[src/rtl/pd_tx_arbiter.sv]
// ---------------------------------------------------------------------------
// pd_tx_arbiter
//
// Purpose:
//   Shares the single PHY transmitter between two requesters. The rx block
//   asks for GoodCRC auto-responses, and the TCPM asks for buffered messages
//   by writing TRANSMIT. For a TCPM message the block also runs the retry
//   loop. It waits for the partner's GoodCRC, times out after CRC_TIMEOUT
//   cycles, and retransmits until the programmed attempts are used up. Each
//   outcome is reported as a one-cycle ALERT status pulse.
//
// Handshake protocol:
//   There is no valid/ready backpressure. Every request and completion input
//   is a one-cycle strobe, and the block samples it on the rising clk edge.
//   Every status output is a registered one-cycle strobe. The side-band
//   values (goodcrc_header, tx_retry_cnt) are sampled only in the cycle in
//   which their strobe is high.
//
// Ports:
//   clk                           system clock, rising edge
//   hard_reset                    asynchronous, active-high reset
//   goodcrc_req / goodcrc_header  rx: a received message needs a GoodCRC
//   tx_req / tx_retry_cnt         register file: TRANSMIT write strobe
//   phy_tx_done                   PHY finished the current frame
//   phy_rx_goodcrc                partner GoodCRC received for our message
//   phy_tx_start                  PHY begins a frame (pulse)
//   phy_tx_goodcrc                frame type, held for the whole frame
//   phy_tx_hdr                    GoodCRC header, held while phy_tx_goodcrc=1
//   GoodCRC_Transmission_Complete GoodCRC frame finished (pulse)
//   tx_success / tx_failed / tx_discarded  message outcome (pulses)
//   busy                          state is not IDLE
// ---------------------------------------------------------------------------
module pd_tx_arbiter #(
  parameter int CRC_TIMEOUT = 16,
  parameter int TMR_W       = 8
) (
  input  logic        clk,
  input  logic        hard_reset,
  input  logic        goodcrc_req,
  input  logic [15:0] goodcrc_header,
  input  logic        tx_req,
  input  logic [1:0]  tx_retry_cnt,
  input  logic        phy_tx_done,
  input  logic        phy_rx_goodcrc,
  output logic        phy_tx_start,
  output logic        phy_tx_goodcrc,
  output logic [15:0] phy_tx_hdr,
  output logic        GoodCRC_Transmission_Complete,
  output logic        tx_success,
  output logic        tx_failed,
  output logic        tx_discarded,
  output logic        busy
);

  typedef enum logic [1:0] {
    ST_IDLE     = 2'd0,
    ST_GCRC_TX  = 2'd1,
    ST_MSG_TX   = 2'd2,
    ST_CRC_WAIT = 2'd3
  } state_e;

  // The timeout fires in the cycle where the incremented timer reaches this
  // value. The retransmit start then lands exactly CRC_TIMEOUT cycles after
  // phy_tx_done.
  localparam logic [TMR_W-1:0] TMR_LAST = TMR_W'(CRC_TIMEOUT - 1);

  state_e           state_q, state_d;
  logic             pend_q, pend_d;
  logic [2:0]       att_q, att_d;
  logic [TMR_W-1:0] tmr_q, tmr_d;
  logic [TMR_W-1:0] tmr_inc;
  logic [15:0]      hdr_q, hdr_d;
  logic             start_q, start_d;
  logic             gcrc_q, gcrc_d;
  logic             gdone_q, gdone_d;
  logic             succ_q, succ_d;
  logic             fail_q, fail_d;
  logic             disc_q, disc_d;
  logic             busy_q, busy_d;

  always_comb begin
    state_d = state_q;
    // A TRANSMIT write is remembered in every state. The IDLE branch below
    // clears it again when the same write launches the message at once.
    pend_d  = pend_q | tx_req;
    att_d   = att_q;
    tmr_d   = '0;
    tmr_inc = tmr_q + TMR_W'(1);
    hdr_d   = hdr_q;
    start_d = 1'b0;
    gdone_d = 1'b0;
    succ_d  = 1'b0;
    fail_d  = 1'b0;
    disc_d  = 1'b0;

    case (state_q)
      ST_IDLE: begin
        if (goodcrc_req) begin
          state_d = ST_GCRC_TX;
          hdr_d   = goodcrc_header;
          start_d = 1'b1;
        end else if (pend_q || tx_req) begin
          state_d = ST_MSG_TX;
          pend_d  = 1'b0;
          start_d = 1'b1;
        end
      end

      ST_GCRC_TX: begin
        if (phy_tx_done) begin
          gdone_d = 1'b1;
          state_d = ST_IDLE;
        end
      end

      ST_MSG_TX: begin
        if (phy_tx_done) begin
          // Saturate the count. A message queued behind a discard may have
          // had its attempts cleared, and it must not wrap to 7 retries.
          att_d   = (att_q != 3'd0) ? (att_q - 3'd1) : 3'd0;
          state_d = ST_CRC_WAIT;
        end else if (goodcrc_req) begin
          disc_d  = 1'b1;
          att_d   = 3'd0;
          hdr_d   = goodcrc_header;
          start_d = 1'b1;
          state_d = ST_GCRC_TX;
        end
      end

      ST_CRC_WAIT: begin
        tmr_d = tmr_inc;
        if (goodcrc_req) begin
          disc_d  = 1'b1;
          att_d   = 3'd0;
          hdr_d   = goodcrc_header;
          start_d = 1'b1;
          state_d = ST_GCRC_TX;
        end else if (phy_rx_goodcrc) begin
          succ_d  = 1'b1;
          state_d = ST_IDLE;
        end else if (tmr_inc == TMR_LAST) begin
          if (att_q != 3'd0) begin
            start_d = 1'b1;
            state_d = ST_MSG_TX;
          end else begin
            fail_d  = 1'b1;
            state_d = ST_IDLE;
          end
        end
      end

      default: state_d = ST_IDLE;
    endcase

    // A TRANSMIT write always reloads the attempt budget. This wins over a
    // decrement or a discard in the same cycle because it belongs to the
    // new message.
    if (tx_req) begin
      att_d = {1'b0, tx_retry_cnt} + 3'd1;
    end

    gcrc_d = (state_d == ST_GCRC_TX);
    busy_d = (state_d != ST_IDLE);
  end

  always_ff @(posedge clk or posedge hard_reset) begin
    if (hard_reset) begin
      state_q <= ST_IDLE;
      pend_q  <= 1'b0;
      att_q   <= 3'd0;
      tmr_q   <= '0;
      hdr_q   <= 16'h0000;
      start_q <= 1'b0;
      gcrc_q  <= 1'b0;
      gdone_q <= 1'b0;
      succ_q  <= 1'b0;
      fail_q  <= 1'b0;
      disc_q  <= 1'b0;
      busy_q  <= 1'b0;
    end else begin
      state_q <= state_d;
      pend_q  <= pend_d;
      att_q   <= att_d;
      tmr_q   <= tmr_d;
      hdr_q   <= hdr_d;
      start_q <= start_d;
      gcrc_q  <= gcrc_d;
      gdone_q <= gdone_d;
      succ_q  <= succ_d;
      fail_q  <= fail_d;
      disc_q  <= disc_d;
      busy_q  <= busy_d;
    end
  end

  assign phy_tx_start                  = start_q;
  assign phy_tx_goodcrc                = gcrc_q;
  assign phy_tx_hdr                    = hdr_q;
  assign GoodCRC_Transmission_Complete = gdone_q;
  assign tx_success                    = succ_q;
  assign tx_failed                     = fail_q;
  assign tx_discarded                  = disc_q;
  assign busy                          = busy_q;

endmodule

[config.mk]
export PLATFORM = sky130hd
export DESIGN_NAME = pd_tx_arbiter
export DESIGN_NICKNAME = d
export VERILOG_FILES = /design/src/rtl/pd_tx_arbiter.sv
export SDC_FILE = /design/constraint.sdc
export NUM_CORES = 1
export LEC_CHECK = 0
export ABC_AREA = 1
export CAP_MARGIN = 20
export CORE_AREA = 3 3 86 47
export CTS_BUF_LIST = sky130_fd_sc_hd__clkbuf_8
export DETAILED_ROUTE_END_ITERATION = 10
export DIE_AREA = 0 0 89 50
export GPL_ROUTABILITY_DRIVEN = 0
export PLACE_DENSITY = 0.92
export SYNTH_ARGS = -nofsm -noshare
export SYNTH_HDL_FRONTEND = slang
export SYNTH_SLANG_ARGS = --single-unit
[constraint.sdc]
create_clock -name clk -period 3.23 [get_ports clk]
set_input_delay 0.646 -clock clk [delete_from_list [all_inputs] [get_ports clk]]
set_output_delay 0.646 -clock clk [all_outputs]
set_load 0.02 [all_outputs]
Word level (Yosys, flattened, before mapping)

Cells that the tools add are included.

Add/sub/neg operators: 3
Equal/unequal tests: 6
Muxes and demuxes: 42
Bitwise logic cells: 1
Reductions and logical operators: 8

Operators with widths:

| kind                                                                   | number |
|---|---|
| 16-bit two-way mux                                                     | 2 |
| 16-bit case mux with 2 select lines                                    | 1 |
| 1-bit two-way mux                                                      | 21 |
| 2-bit two-way mux                                                      | 9 |
| 3-bit two-way mux                                                      | 4 |
| 8-bit by 1-bit adder with 8-bit output (second input constant)         | 1 |
| 8-bit by 4-bit equality test with 1-bit output (second input constant) | 1 |
| 8-bit two-way mux                                                      | 1 |
| 2-bit case mux with 4 select lines                                     | 1 |
| 3-bit case mux with 2 select lines                                     | 1 |
| 3-bit nonzero test                                                     | 2 |
| 2-bit by 1-bit equality test with 1-bit output (second input constant) | 2 |
| 2-bit equality test (second input constant)                            | 2 |
| 2-bit nonzero test                                                     | 2 |
| 2-bit by 1-bit adder with 3-bit output (second input constant)         | 1 |
| 1-bit case mux with 3 select lines                                     | 1 |
| 3-bit by 1-bit subtractor with 3-bit output (second input constant)    | 1 |
| 2-bit zero test                                                        | 1 |
| 2-bit != test (second input constant)                                  | 1 |
| 1-bit case mux with 2 select lines                                     | 1 |
| 2-bit AND reduction                                                    | 1 |
| 2-bit OR reduction                                                     | 1 |
| 1-bit logical OR                                                       | 1 |
| 1-bit OR                                                               | 1 |

Register bits: 37
Bits of input ports: 24
Output and inout port bits: 23
Word-level logic and storage cells: 72

Logic depth before layout (Yosys ltp)

Gate-level depths: netlist (run 1).

Word-level depth: 7
Depth in mapped cells: 15
Depth with buffers taken out: 15

Worst setup path after synthesis (run 1)

Ideal clock, no wire load.

Kind: reg2reg
From: register state_q[1]
To: register hdr_q[0], in the netlist phy_tx_hdr[0]
Arrival: 1.679 ns
Data required time: 3.105 ns
Slack: 1.426 ns
Stages on the path, launching flop included: 7
Buffers on the path: 1
Clock period less this slack: 1.804 ns
Cell sequence: dfrtp_1 inv_1 ha_1 inv_1 o211ai_2 buf_2 mux2_2

Cells in the longest elaborated chain, start to end: 4
Elaborated cells between the ends (all ways): 8

RTL lines:

| what                                                   | RTL line | text |
|---|---|---|
| start: declaration                                     | 67       | `state_e state_q, state_d;` |
| start signal: assignment                               | 182      | `state_q <= state_d;` |
| 2-bit equality test or 2-bit zero test (tied branches) | 96       | `case (state_q)` |
| 2-bit OR reduction (no line)                           | -        |  |
| 2-bit nonzero test (no line)                           | -        |  |
| 2-bit AND reduction (no line)                          | -        |  |
| end signal: assignment                                 | 186      | `hdr_q <= hdr_d;` |
| end: declaration                                       | 72       | `logic [15:0] hdr_q, hdr_d;` |

Parallel ways exist; a longest one is shown, timed or not.
A chain may end at the register's enable or synchronous reset.

Worst setup path in the final report (run 1)

From: register state_q[0]
To: register hdr_q[3], in the netlist phy_tx_hdr[3]

Same word-level chain as after synthesis.

==> results_dict.tcl, run 1 <==
set metrics [dict create \
    ir_worst_vdd_mv 0.281 \
    yosysTopAreaCell "dfrtp_1" \
    drt_first_pass_iters 4 \
    worstPathRequired_ns 3.41 \
    setup_tns_ns 0 \
    finalSetupViolations 0 \
    wl_per_cell_um 14.6 \
    synthSimpleGateAreaFrac 0.183 \
    grt_pass1_vias 1476 \
    std_cell_rows 15 \
    critPathKind "register to register" \
    power_density_nw_per_um2 825 \
    dr.first_iter.drc_count 54 \
    path_clk_slew_ns 0.07 \
    synth.distinct_cells 27 \
    finalCoreUtilization 0.715 \
    grt_usage 0.199 \
    cts_tree "yes" \
    synth_mux_area_frac 0.0993 \
    cts_resized 0 \
    ant_nets 0 \
    grt_max_degree 38 \
    clock_latency_ns 0.29 \
    core_area_um2 3360 \
    power_leakage_nw 1.07 \
    fillCellCount 234 \
    drv_slew 0 \
    io_buffer_count 46 \
    viasPerCell 5.22 \
    period_share 0.658 \
    ios 47 \
    dp_hpwl_um 3010 \
    clock-sinks 37 \
    whs_ns 0.496 \
    p_clk_frac 0.161 \
    rsz0062_at_grt "false" \
    synth_compound_area_frac 0.0752 \
    slew_headroom 0.468 \
    period_minus_slack_ns 2.13 \
    finClkSkew_ns 0.00616 \
    ys_seq_area_frac 0.510 \
    synth_top_family_by_area "simple AND/OR/NAND/NOR gates" \
    clockBufferDepth 2 \
    swShare 0.379 \
    p_int_mw 1.23 \
    cts-htree-levels 2 \
    ff2ff_setup_slack_ns 1.10 \
    wirelength_um 4070 \
    synth_warnings 0 \
    holdBufCountCts 0 \
    fmax_mhz 470 \
    numCtsBuffers 5 \
    synth_nets 218 \
    root_buffer "clkbuf_8" \
    grt_antenna_before_repair 0 \
    path_max_fanout 16 \
    yosys.area_share.adder 0.0690 \
    synth.avg_cell_area_um2 9.86 \
    synth_xor_area_frac 0 \
    status "finished clean" \
    drive_gt1_frac 0.169 \
    ys_ff_latch 37 \
    cp-start-kind "register" \
    postCtsSetupRepairBufs 0 \
    synth_area_leaders "dfrtp_1 (51%), mux2_2 (9.9%), ha_1 (6.9%)" \
    final_hold_viol_count 0 \
    n_antenna_cell 0 \
    drcViolationCount 0 \
    pwr-share-comb 0.474 \
    switching_power_mw 0.750 \
    num-nets-final 269 \
    worst-slew-pin-transition_ns 0.796 \
    synth.cell_area_um2 1810 \
    yosysTopAreaCellShare 0.510 \
    min_path_type "register to register" \
    die_w_um 89 \
    synth_cells 184 \
    die_y_um 50 \
    die-area_um2 4450 \
    area_growth_pct 32.3 \
    start_util 0.540 \
    maxCapViolCount 0 \
    vias 1451 \
    critPathCaptureType "register" \
    power_frac_seq 0.365 \
    grt_pass1_wl_um 6620 \
    crit_arrival_ns 2.31 \
    overflow 0 \
]
[cell type report]
class | instances | area (um^2) | share of cell area
Clock inverter | 3 | 17.5 | 0.00730
Tap cell | 42 | 52.6 | 0.0219
Inverter | 25 | 93.8 | 0.0391
Clock buffer | 5 | 68.8 | 0.0287
Timing Repair Buffer | 47 | 468 | 0.195
Multi-Input combinational cell | 119 | 774 | 0.323
Sequential cell | 37 | 926 | 0.386
[critical path: stages (launching register included)]
cell and delay [ns]:
dfrtp_1 0.43, inv_1 0.15, ha_1 0.31, inv_1 0.07, o211ai_2 0.64, mux2_2 0.42
[metrics by stage]
step                      area, um^2  cells  setup WS, ns  total power, mW
after floorplan                 1810    184          1.43             1.28
after global placement          2310    270          1.06             1.62
after detailed placement        2310    270          1.00             1.67
after CTS                       2400    278          1.10             1.99
after global routing            2400    278         0.997             2.10
final                           2400    278          1.10             1.98
[placed cells by master, fill, tap and decap left out, types with 2 or more instances in the layout]
master,netlist,routed
ha_1,10,10
o211ai_1,3,3
nand2_1,30,30
nand2_2,7,7
clkdlybuf4s50_1,0,46
nor3_1,3,3
inv_1,24,24
o21ai_0,3,3
nand4_1,3,3
mux2_2,16,16
a21oi_1,7,7
nand3_1,10,10
clkinv_2,0,2
nor2_2,4,4
dfrtp_1,37,37
a31oi_1,2,2
nor2_1,13,13
clkbuf_8,0,5
[synthesized netlist by cell type]
master	number
o21bai_1	1
nand2_1	30
a21oi_1	7
buf_6	1
o211ai_2	1
clkbuf_1	1
mux2_2	16
nor3_1	3
nor2_4	1
nand3_1	10
a221oi_1	1
a31oi_1	2
nand2_2	7
o211ai_1	3
buf_2	1
o221ai_1	1
nand4_1	3
o21ai_2	1
nand3b_1	1
o21ai_1	1
dfrtp_1	37
o21ai_0	3
ha_1	10
nor2_2	4
inv_1	24
inv_2	1
nor2_1	13
[logic make-up after synthesis]
logic type                 Yosys count
AOI/OAI and AO/OA                   21
adders and majority gates           10
buffers and inverters               28
and+or+nand+nor                     72
DFF                                 37
muxes                               16
[registers in the layout, summed over array words and instances, names as in the netlist]
name / cells
GoodCRC_Transmission_Complete: 1
att_q: 3
busy: 1
pend_q: 1
phy_tx_goodcrc: 1
phy_tx_hdr: 16
phy_tx_start: 1
state_q: 2
tmr_q: 8
tx_discarded: 1
tx_failed: 1
tx_success: 1
[power groups by stage]
| stage | combinational [mW] | clock [mW] | sequential [mW] |
|---|---|---|---|
| after CTS | 0.944 | 0.324 | 0.724 |
| after global routing | 1.01 | 0.344 | 0.742 |
| final | 0.939 | 0.318 | 0.723 |
| after global placement | 0.906 | 0 | 0.715 |
| after floorplan | 0.402 | 0 | 0.874 |
| after detailed placement | 0.941 | 0 | 0.731 |
[final timing paths]
check                                startpoint  cells past startpoint                   endpoint
setup / recovery           state_q[0]$_DFF_PP0_                      5  phy_tx_hdr[3]$_DFFE_PP0P_
hold / removal             att_q[1]$_DFFE_PP0P_                      2       att_q[1]$_DFFE_PP0P_
setup reg to reg           state_q[0]$_DFF_PP0_                      5  phy_tx_hdr[3]$_DFFE_PP0P_
hold reg to reg            att_q[1]$_DFFE_PP0P_                      2       att_q[1]$_DFFE_PP0P_
max in group asynchronous            hard_reset                      3       state_q[1]$_DFF_PP0_
min in group asynchronous            hard_reset                      3  phy_tx_hdr[5]$_DFFE_PP0P_
[per-layer routing]
metal	global-route usage	routed length, um	up-vias
li1	-	-	697
met1	0.234	1750	705
met2	0.353	2090	36
met3	0.0501	157	13
met4	0.0668	74	0
met5	0	0	-
(Power assumes the default switching activity.)
==> run 2: changes to the inputs <==
--- a/config.mk
+++ b/config.mk
@@ -7,12 +7,12 @@
 export LEC_CHECK = 0
 export ABC_AREA = 1
 export CAP_MARGIN = 20
-export CORE_AREA = 3 3 86 47
+export CORE_AREA = 3 3 90 49
 export CTS_BUF_LIST = sky130_fd_sc_hd__clkbuf_8
 export DETAILED_ROUTE_END_ITERATION = 10
-export DIE_AREA = 0 0 89 50
+export DIE_AREA = 0 0 93 52
 export GPL_ROUTABILITY_DRIVEN = 0
-export PLACE_DENSITY = 0.92
+export PLACE_DENSITY = 0.86
 export SYNTH_ARGS = -nofsm -noshare
 export SYNTH_HDL_FRONTEND = slang
 export SYNTH_SLANG_ARGS = --single-unit
==> constraint.sdc (replaced) <==
create_clock -name clk -period 2 [get_ports clk]
set_input_delay 0.4 -clock clk [delete_from_list [all_inputs] [get_ports clk]]
set_output_delay 0.4 -clock clk [all_outputs]
set_load 0.02 [all_outputs]
==> run 2 against run 1 <==
Compared with the run above:
- combinational power grew 73%
- worst setup slack lost 0.97 ns
- total power grew 65%
- core utilization shrank 5.4 points
- global-route usage shrank 0.66 points
- critical path type unchanged
- largest power group unchanged
==> results_dict.tcl, run 2 (same netlist as run 1, synthesis figures left out) <==
set metrics [dict create \
    num-nets-final 276 \
    drcViolationCount 0 \
    wirelength_um 4110 \
    core_area_um2 3760 \
    ant_nets 0 \
    rsz0062_at_grt "false" \
    finClkSkew_ns 0.00455 \
    worst-slew-pin-transition_ns 0.567 \
    placed_area_um2 2380 \
    dpl_worst_slack_ns -0.0688 \
    drv_slew 0 \
    clock_latency_ns 0.29 \
    clock-sinks 37 \
    r2r_start "state_q[1]$_DFF_PP0_" \
    layout_common_cells "clkdlybuf4s50_1 (46), dfrtp_1 (36), nand2_1 (30)" \
    holdBufCountCts 0 \
    grt_max_degree 38 \
    viasPerCell 4.96 \
    path_max_fanout 16 \
    stdcell_count 297 \
    ios 47 \
    critPathCaptureType "register" \
    period_minus_slack_ns 1.86 \
    finalPower_mw 3.26 \
    grt_pass1_vias 1505 \
    grt_antenna_before_repair 0 \
    die-area_um2 4840 \
    worst_slack_ns 0.135 \
    whs_ns 0.496 \
    fmax_mhz 536 \
    cts_tree "yes" \
    power_leakage_nw 1.11 \
    power_density_nw_per_um2 1310 \
    min_to "tmr_q[0]$_DFF_PP0_" \
    die_y_um 52 \
    worstHoldStart "tmr_q[0]$_DFF_PP0_" \
    die_w_um 93 \
    clockBufferDepth 2 \
    largest_register_ffs 16 \
    wl_per_cell_um 13.8 \
    root_buffer "clkbuf_8" \
    maxCapViolCount 0 \
    n_antenna_cell 0 \
    ff2ff_setup_slack_ns 0.14 \
    dr.first_iter.drc_count 83 \
    slew_headroom 0.620 \
    min_path_type "register to register" \
    numCtsBuffers 5 \
    overflow 0 \
    cts-htree-levels 2 \
    hold_depth 1 \
    period_share 0.932 \
    start_util 0.482 \
    crit_path_start "state_q[1]$_DFF_PP0_" \
    ir_worst_vdd_mv 0.764 \
    io_buffer_count 46 \
    worstPathRequired_ns 2.18 \
    path_clk_slew_ns 0.07 \
    vias 1472 \
    critPathKind "register to register" \
    crit_arrival_ns 2.04 \
    r2r_end "phy_tx_hdr[6]$_DFFE_PP0P_" \
    std_cell_rows 16 \
    dp.cells 289 \
    final_common_cell "clkdlybuf4s50_1" \
    dp_hpwl_um 3070 \
    finalSetupViolations 0 \
    grt_usage 0.193 \
    status "finished clean" \
    drive_gt1_frac 0.206 \
    drt_first_pass_iters 4 \
    stdcell_area_um2 2490 \
    grt_pass1_wl_um 7060 \
    cp-start-kind "register" \
    r2r_cells 5 \
    final_hold_viol_count 0 \
    area_growth_pct 37.1 \
]
==> run 2: critical path, stage by stage (launching register included) <==
cell,delay (ns)
dfrtp_1,0.42
inv_1,0.09
ha_1,0.28
inv_1,0.07
o211ai_4,0.48
mux2_2,0.40
==> run 2: report_power, final <==
part | internal (mW) | switching (mW) | leakage, nW
combinational | 0.799 | 0.824 | 0.598
sequential | 1.01 | 0.133 | 0.461
clock | 0.236 | 0.257 | 0.0491
total | 2.05 | 1.21 | 1.11
==> run 2: through the flow <==
step / setup TNS (ns) / util
2_1_floorplan: 0 / -
3_3_place_gp: 0 / 0.633
3_5_place_dp: -0.945 / 0.633
4_1_cts: 0 / 0.657
5_1_grt: 0 / 0.661
6_report: 0 / 0.661
==> run 2: final cells by class <==
class / count / area [um^2]
clock buffer: 5 / 68.8
clock inverter: 3 / 13.8
fill: 314 / 1280
inverter: 25 / 93.8
multi-input combinational: 119 / 796
sequential: 37 / 927
tap: 54 / 67.6
timing repair buffer: 54 / 520
==> run 2: routing by layer <==
metal / GRT usage / share of wire / wire length (um) / vias up
met5: 0 / 0 / 0 / -
met4: 0.0706 / 0.017 / 69 / 0
met3: 0.0694 / 0.063 / 258 / 9
met2: 0.288 / 0.45 / 1850 / 38
met1: 0.258 / 0.47 / 1930 / 707
li1: - / - / - / 718
==> run 2: worst max path at each step <==
| stage | slack [ns] | endpoint | depth (start not counted) |
|---|---|---|---|
| floorplan | 0.20 | phy_tx_hdr[0]$_DFFE_PP0P_ | 6 |
| global placement | 0.002 | phy_tx_hdr[3]$_DFFE_PP0P_ | 5 |
| detailed placement | -0.07 | phy_tx_hdr[6]$_DFFE_PP0P_ | 5 |
| CTS | 0.12 | phy_tx_hdr[6]$_DFFE_PP0P_ | 5 |
| global route | 0.02 | busy$_DFF_PP0_ | 13 |
| finish | 0.14 | phy_tx_hdr[6]$_DFFE_PP0P_ | 5 |
==> run 2: what timing repair did <==
action,in CTS,in global routing
pin swaps,0,0
endpoints found under the setup margin,16,3
hold endpoints to repair,0,0
setup buffers,0,0
gates resized for setup,1,4
